--- src/rtl/axi_boundary_read_if.sv ---
// Bundle of upstream request/data and AXI-side address/data signals for axi_boundary_read.
// The slave modport is the block's view; the master modport is the surrounding environment.
interface axi_boundary_read_if #(
    parameter int ADDR_W = 32,
    parameter int DATA_W = 32
);
    logic              s_valid;
    logic              s_ready;
    logic [ADDR_W-1:0] s_addr;
    logic [7:0]        s_len;
    logic              s_rvalid;
    logic              s_rready;
    logic [DATA_W-1:0] s_rdata;
    logic              s_rlast;

    logic              m_valid;
    logic              m_ready;
    logic [ADDR_W-1:0] m_addr;
    logic [7:0]        m_len;
    logic              m_rvalid;
    logic              m_rready;
    logic [DATA_W-1:0] m_rdata;
    logic              m_rlast;

    modport master (
        output s_valid, s_addr, s_len, s_rready,
        output m_ready, m_rvalid, m_rdata, m_rlast,
        input  s_ready, s_rvalid, s_rdata, s_rlast,
        input  m_valid, m_addr, m_len, m_rready
    );

    modport slave (
        input  s_valid, s_addr, s_len, s_rready,
        input  m_ready, m_rvalid, m_rdata, m_rlast,
        output s_ready, s_rvalid, s_rdata, s_rlast,
        output m_valid, m_addr, m_len, m_rready
    );
endinterface

--- src/rtl/axi_boundary_read.sv ---
// Splits an upstream read burst at a 4 KB boundary into at most two AXI sub-bursts and
// returns the read data as one stream whose last flag marks the end of the original burst.
module axi_boundary_read #(
    parameter int ADDR_W = 32,
    parameter int DATA_W = 32
) (
    input logic               clk,
    input logic               rst,
    axi_boundary_read_if.slave bus
);
    localparam int BEAT_B = DATA_W / 8;
    localparam int OFF_W  = $clog2(BEAT_B);

    typedef enum logic [1:0] {
        IDLE,
        ADDR1,
        ADDR2,
        DATA
    } state_t;

    function automatic logic [12:0] beats_to_boundary(input logic [11:0] page_off);
        logic [12:0] bytes_left;
        bytes_left = 13'd4096 - {1'b0, page_off};
        return bytes_left >> OFF_W;
    endfunction

    state_t            state;
    logic              m_valid_q;
    logic              sub_cnt;
    logic              split_q;
    logic [ADDR_W-1:0] m_addr_q;
    logic [7:0]        m_len_q;
    logic [ADDR_W-1:0] addr2_q;
    logic [7:0]        len2_q;

    logic [ADDR_W-1:0] start_addr;
    logic [ADDR_W-1:0] next_page;
    logic [12:0]       k_beats;
    logic [12:0]       n_beats;
    logic              split_req;
    logic [7:0]        len1;
    logic [7:0]        len2;

    logic              s_ready_w;
    logic              active;
    logic              accept;
    logic              addr_hs;
    logic              final_hs;
    logic              sub_last;

    // Request decode: beat-aligned start, beats left in the page, and the split geometry.
    assign start_addr = bus.s_addr & ~ADDR_W'(BEAT_B - 1);
    assign k_beats    = beats_to_boundary(start_addr[11:0]);
    assign n_beats    = {5'd0, bus.s_len} + 13'd1;
    assign split_req  = n_beats > k_beats;
    assign len1       = split_req ? 8'(k_beats - 13'd1) : bus.s_len;
    assign len2       = 8'(n_beats - k_beats - 13'd1);
    assign next_page  = {start_addr[ADDR_W-1:12] + (ADDR_W - 12)'(1), 12'h000};

    assign s_ready_w = (state == IDLE) && !rst;
    assign active    = (state != IDLE);
    assign accept    = bus.s_valid && s_ready_w;
    assign addr_hs   = m_valid_q && bus.m_ready;
    assign sub_last  = bus.m_rvalid && bus.m_rready && bus.m_rlast;
    assign final_hs  = bus.s_rvalid && bus.s_rready && bus.s_rlast;

    always_ff @(posedge clk) begin
        if (rst) begin
            state     <= IDLE;
            m_valid_q <= 1'b0;
            sub_cnt   <= 1'b0;
        end else begin
            case (state)
                IDLE: begin
                    if (bus.s_valid) begin
                        state     <= ADDR1;
                        m_valid_q <= 1'b1;
                        sub_cnt   <= 1'b0;
                    end
                end
                ADDR1: begin
                    if (addr_hs) begin
                        if (split_q) begin
                            state <= ADDR2;
                        end else begin
                            state     <= DATA;
                            m_valid_q <= 1'b0;
                        end
                    end
                end
                ADDR2: begin
                    if (addr_hs) begin
                        state     <= DATA;
                        m_valid_q <= 1'b0;
                    end
                end
                DATA: begin
                    if (final_hs) begin
                        state <= IDLE;
                    end
                end
                default: state <= IDLE;
            endcase
            // Counts completed sub-bursts; can coincide with the second address handshake.
            if (sub_last) begin
                sub_cnt <= ~sub_cnt;
            end
        end
    end

    // Request payload is latched once and never re-read from the upstream side.
    always_ff @(posedge clk) begin
        if (accept) begin
            m_addr_q <= start_addr;
            m_len_q  <= len1;
            addr2_q  <= next_page;
            len2_q   <= len2;
            split_q  <= split_req;
        end else if (state == ADDR1 && addr_hs) begin
            m_addr_q <= addr2_q;
            m_len_q  <= len2_q;
        end
    end

    assign bus.s_ready  = s_ready_w;
    assign bus.m_valid  = m_valid_q;
    assign bus.m_addr   = m_addr_q;
    assign bus.m_len    = m_len_q;

    // Zero-latency return path, gated off while no transaction is open.
    assign bus.s_rvalid = active && bus.m_rvalid;
    assign bus.m_rready = active && bus.s_rready;
    assign bus.s_rdata  = bus.m_rdata;
    assign bus.s_rlast  = active && bus.m_rlast && (sub_cnt == split_q);
endmodule

--- src/flat_wrapper.sv ---
// flat-port wrapper written by rule: the top's interface ports become plain ports
module axi_boundary_read_flat 
#(
    parameter int ADDR_W = 32,
    parameter int DATA_W = 32
)
  (clk, rst, bus_s_valid, bus_s_addr, bus_s_len, bus_s_rready, bus_m_ready, bus_m_rvalid, bus_m_rdata, bus_m_rlast, bus_s_ready, bus_s_rvalid, bus_s_rdata, bus_s_rlast, bus_m_valid, bus_m_addr, bus_m_len, bus_m_rready);
  axi_boundary_read_if #(.ADDR_W(ADDR_W), .DATA_W(DATA_W)) bus_i ();
  input logic clk;
  input logic rst;
  input wire logic [$bits(bus_i.s_valid)-1:0] bus_s_valid;
  input wire logic [$bits(bus_i.s_addr)-1:0] bus_s_addr;
  input wire logic [$bits(bus_i.s_len)-1:0] bus_s_len;
  input wire logic [$bits(bus_i.s_rready)-1:0] bus_s_rready;
  input wire logic [$bits(bus_i.m_ready)-1:0] bus_m_ready;
  input wire logic [$bits(bus_i.m_rvalid)-1:0] bus_m_rvalid;
  input wire logic [$bits(bus_i.m_rdata)-1:0] bus_m_rdata;
  input wire logic [$bits(bus_i.m_rlast)-1:0] bus_m_rlast;
  output wire logic [$bits(bus_i.s_ready)-1:0] bus_s_ready;
  output wire logic [$bits(bus_i.s_rvalid)-1:0] bus_s_rvalid;
  output wire logic [$bits(bus_i.s_rdata)-1:0] bus_s_rdata;
  output wire logic [$bits(bus_i.s_rlast)-1:0] bus_s_rlast;
  output wire logic [$bits(bus_i.m_valid)-1:0] bus_m_valid;
  output wire logic [$bits(bus_i.m_addr)-1:0] bus_m_addr;
  output wire logic [$bits(bus_i.m_len)-1:0] bus_m_len;
  output wire logic [$bits(bus_i.m_rready)-1:0] bus_m_rready;
  assign bus_i.s_valid = bus_s_valid;
  assign bus_i.s_addr = bus_s_addr;
  assign bus_i.s_len = bus_s_len;
  assign bus_i.s_rready = bus_s_rready;
  assign bus_i.m_ready = bus_m_ready;
  assign bus_i.m_rvalid = bus_m_rvalid;
  assign bus_i.m_rdata = bus_m_rdata;
  assign bus_i.m_rlast = bus_m_rlast;
  assign bus_s_ready = bus_i.s_ready;
  assign bus_s_rvalid = bus_i.s_rvalid;
  assign bus_s_rdata = bus_i.s_rdata;
  assign bus_s_rlast = bus_i.s_rlast;
  assign bus_m_valid = bus_i.m_valid;
  assign bus_m_addr = bus_i.m_addr;
  assign bus_m_len = bus_i.m_len;
  assign bus_m_rready = bus_i.m_rready;
  axi_boundary_read #(.ADDR_W(ADDR_W), .DATA_W(DATA_W)) u_core (.clk(clk), .rst(rst), .bus(bus_i));
endmodule
--- config.mk ---
export PLATFORM = sky130hd
export DESIGN_NAME = axi_boundary_read_flat
export DESIGN_NICKNAME = d
export VERILOG_FILES = /design/src/rtl/axi_boundary_read_if.sv /design/src/rtl/axi_boundary_read.sv /design/src/flat_wrapper.sv
export SDC_FILE = /design/constraint.sdc
export NUM_CORES = 1
export LEC_CHECK = 0
export CORE_ASPECT_RATIO = 0.9
export CORE_MARGIN = 2
export CORE_UTILIZATION = 49
export DETAILED_ROUTE_END_ITERATION = 16
export PLACE_DENSITY_LB_ADDON = 0.05
export SYNTH_ARGS = -nofsm -noshare
export SYNTH_HDL_FRONTEND = slang
export SYNTH_SLANG_ARGS = --single-unit
--- constraint.sdc ---
create_clock -name clk -period 5.4 [get_ports clk]
set_input_delay 0.54 -clock clk [delete_from_list [all_inputs] [get_ports clk]]
set_output_delay 0.54 -clock clk [all_outputs]
set_load 0.02 [all_outputs]
==> metrics.json <==
{
  "timing": {
    "timing.final.hold_violations": 0,
    "final_max_slew_viol_count": 0,
    "fin_crit_sh_pct": 71.9,
    "skew_ns": 0.00937,
    "timing.final.ws_setup_ns": 1.52,
    "fin_tns_setup_ns": 0,
    "worst_slew_margin_rel_pct": 36.7,
    "timing.fmax_mhz": 258,
    "post-route-min-period_ns": 3.88,
    "transition_time_at_the_pin_with_the_least_slew_margin_ns": 0.947,
    "rsz0062_at_grt": "false",
    "setup_viol": 0
  },
  "drt": {
    "final_antenna_net_count": 0,
    "via_count": 3078,
    "wl_um": 8970,
    "via_per_inst": 5.21,
    "detail_route.drc_violations": 0,
    "first_iter_violations": 138,
    "drt_first_pass_iters": 4,
    "avgRoutedWirePerCell_um": 15.2
  },
  "placed_design": {
    "placement.io_buffers": 87,
    "finalWeightedCongestion": 0.875,
    "dp_hpwl_um": 6710,
    "post-place-ws_ns": 1.14
  },
  "power_and_ir_drop": {
    "netSwitchingFraction_pct": 31.4,
    "pwr_density_cell_nw_per_um2": 354,
    "clockPowerShare_pct": 24.5,
    "internal_power_mw": 1.26,
    "ir_worst_vdd_mv": 0.144,
    "power.share.sequential_pct": 42.1,
    "comb_power_share_pct": 33.4,
    "leakage_power_total_nw": 2.04,
    "total_switching_power_uw": 579
  },
  "logic_synthesis": {
    "syn_area_um2": 4260,
    "yosys.area.top_type": "edfxtp_1",
    "yosys.cell_count.top_type": "nand2_1",
    "synthesis.yosys.warnings": 0,
    "synth_ff_type": "edfxtp_1",
    "sequential_share_of_the_synthesized_area_pct": 49.1,
    "synthesis.instances": 410,
    "synth_top_cell_area_share_pct": 47.2,
    "number_of_enable_flip_flop_cells_after_synthesis": 67,
    "ys_seq_elements": 71,
    "netlist_top_cells_area": "edfxtp_1 47%, nand2_1 7.1%, buf_4 6.2%",
    "syn_area_per_cell_um2": 10.4,
    "synthDistinctLibCells": 49,
    "yosys-top-cells-count": "81 x nand2_1, 67 x edfxtp_1, 35 x buf_4, 24 x xnor2_1, 23 x nand3_1",
    "ys_async_sr_fraction_pct": 0
  },
  "floorplan": {
    "pin_count": 156,
    "effective_utilization_at_floorplan_pct": 50.2,
    "overall_die_area_um2": 9450,
    "placement_rows": 32,
    "core_um2": 8490,
    "fp.dieH_um": 92.4,
    "die_w_um": 102
  },
  "layout": {
    "num-nets-final": 564,
    "final_util_pct": 61.3,
    "syn2layout_area_growth_pct": 22.2,
    "drive_gt1_share_pct": 6.36,
    "insertedDiodeCount": 0
  },
  "setup_path": {
    "path_class": "in2reg",
    "worst-endpoint-arrival_ns": 3.95,
    "start_kind": "primary input",
    "timing.critical_path.cells": "clkdlybuf4s50_1, or3_4, and2_2, or2_2, ha_1, nand3_1, or3_1, a211oi_1, a211o_1, mux2i_1, o21ai_1",
    "critical_path_s_slowest_cell": "clkdlybuf4s50_1",
    "critical_path_peak_fanout": 11,
    "worst_path_largest_cell_delay_ns": 0.51,
    "end_kind": "register",
    "data_required_critical_path_ns": 5.47
  },
  "global_route": {
    "largest_net_degree_at_the_start_of_global_routing": 43,
    "gr-total-overflow": 0,
    "antenna_violations_before_repair": 0,
    "first_global_vias": 2920,
    "grt_pass1_wl_um": 14500,
    "grt_usage_pct": 19.8
  },
  "clock_tree": {
    "ctsHoldBuffers": 0,
    "cts_tree": "yes",
    "cts.sinks": 71,
    "clock_insertion_delay_at_the_later_pin_of_the_skew_report_ns": 0.33,
    "cts.repair.resized": 0,
    "ctsHtreeMaxLevel": 3,
    "max-clock-path-buffers": 2,
    "clk_pin_slew_worst_paths_ns": 0.07,
    "post_cts_buffers": 0,
    "cts_inserted_buffers": 9,
    "cts-root-buf": "clkbuf_8"
  },
  "worst_hold_path": {
    "hp-class": "reg2reg"
  },
  "flow_run": {
    "maxCapViolations": 0
  },
  "status": {
    "outcome": "finished clean"
  }
}
## area by class of cell
| class | instances | area [um^2] |
|---|---|---|
| inverters | 12 | 45.0 |
| well taps | 119 | 149 |
| clock buffers | 9 | 124 |
| multi-input cells | 284 | 1820 |
| clock inverters | 6 | 85.1 |
| repair buffers | 90 | 893 |
| fillers | 731 | 3280 |
| flip-flops and latches | 71 | 2090 |
## layer usage
layer | global-route usage [%] | up-vias | wire length, um
met1 | 26.9 | 1439 | 4150
met2 | 31.0 | 87 | 4200
met3 | 4.45 | 29 | 447
met4 | 7.78 | 0 | 168
met5 | 0 | - | 0
li1 | - | 1523 | -
## cell families (layout without fill, tap and decap cells)
family          count (synthesis)  count (layout)  synth area share (%)
simple gates                  169             169                  19.2
other cells                     1               2                0.0880
fa+ha+maj                      17              17                  5.17
compound gates                 48              48                  7.99
xor+xnor                       40              40                  8.23
mux                             8               8                  1.88
flops                          71              71                  49.1
buf+inv                        56             117                  8.37
## flip-flops by register name, indices dropped and copies added (netlist names)
register,count
u_core.bus.m_addr,30
u_core.addr2_q,20
u_core.bus.m_len,8
u_core.len2_q,8
u_core.state,2
u_core.bus.m_valid,1
u_core.split_q,1
u_core.sub_cnt,1
## critical path, delay by kind of cell
kind / cells / cell delay, ns
muxes: 1 / 0.27
AOI/OAI and AO/OA: 3 / 0.75
buffers and inverters: 1 / 0.51
adders and majority gates: 1 / 0.36
and+or+nand+nor: 5 / 1.50
## path summary, 6_finish.rpt
check,cells past startpoint,start,end,slack [ns]
worst max-delay path,11,bus_s_addr[2],u_core.bus.m_len[6],1.52
worst min-delay path,2,u_core.addr2_q[16],u_core.bus.m_addr[16],0.52
worst max register to register,9,u_core.state[1],u_core.bus.m_addr[30],2.16
worst min register to register,2,u_core.addr2_q[16],u_core.bus.m_addr[16],0.52
## layout by cell type (no fill, tap or decap), types with 7 or more instances in the layout
cell and count:
ha_1 16, nor3_1 7, edfxtp_1 67, o21ai_0 9
clkdlybuf4s50_1 87, and3_1 14, a21oi_1 9, xor2_1 16
nand3_1 23, inv_1 11, nor2_1 14, xnor2_1 24
clkbuf_8 9, nand2_1 80, mux2i_1 8
## stage by stage
step	instances	hold WS [ns]	power, mW	cell area [um^2]
after floorplan	411	0.491	1.20	4260
after global placement	576	0.493	1.40	5000
after detailed placement	576	0.501	1.41	5000
after CTS	591	0.519	1.86	5200
after global routing	591	0.528	1.95	5200
final	591	0.517	1.84	5200
## power by group through the flow
stage | logic [mW] | registers (mW) | clock network (mW)
global route | 0.678 | 0.786 | 0.489
floorplan | 0.336 | 0.861 | 0
detailed placement | 0.619 | 0.790 | 0
CTS | 0.621 | 0.777 | 0.466
finish | 0.616 | 0.776 | 0.451
global placement | 0.611 | 0.786 | 0
Power figures use the tool's default switching activity.
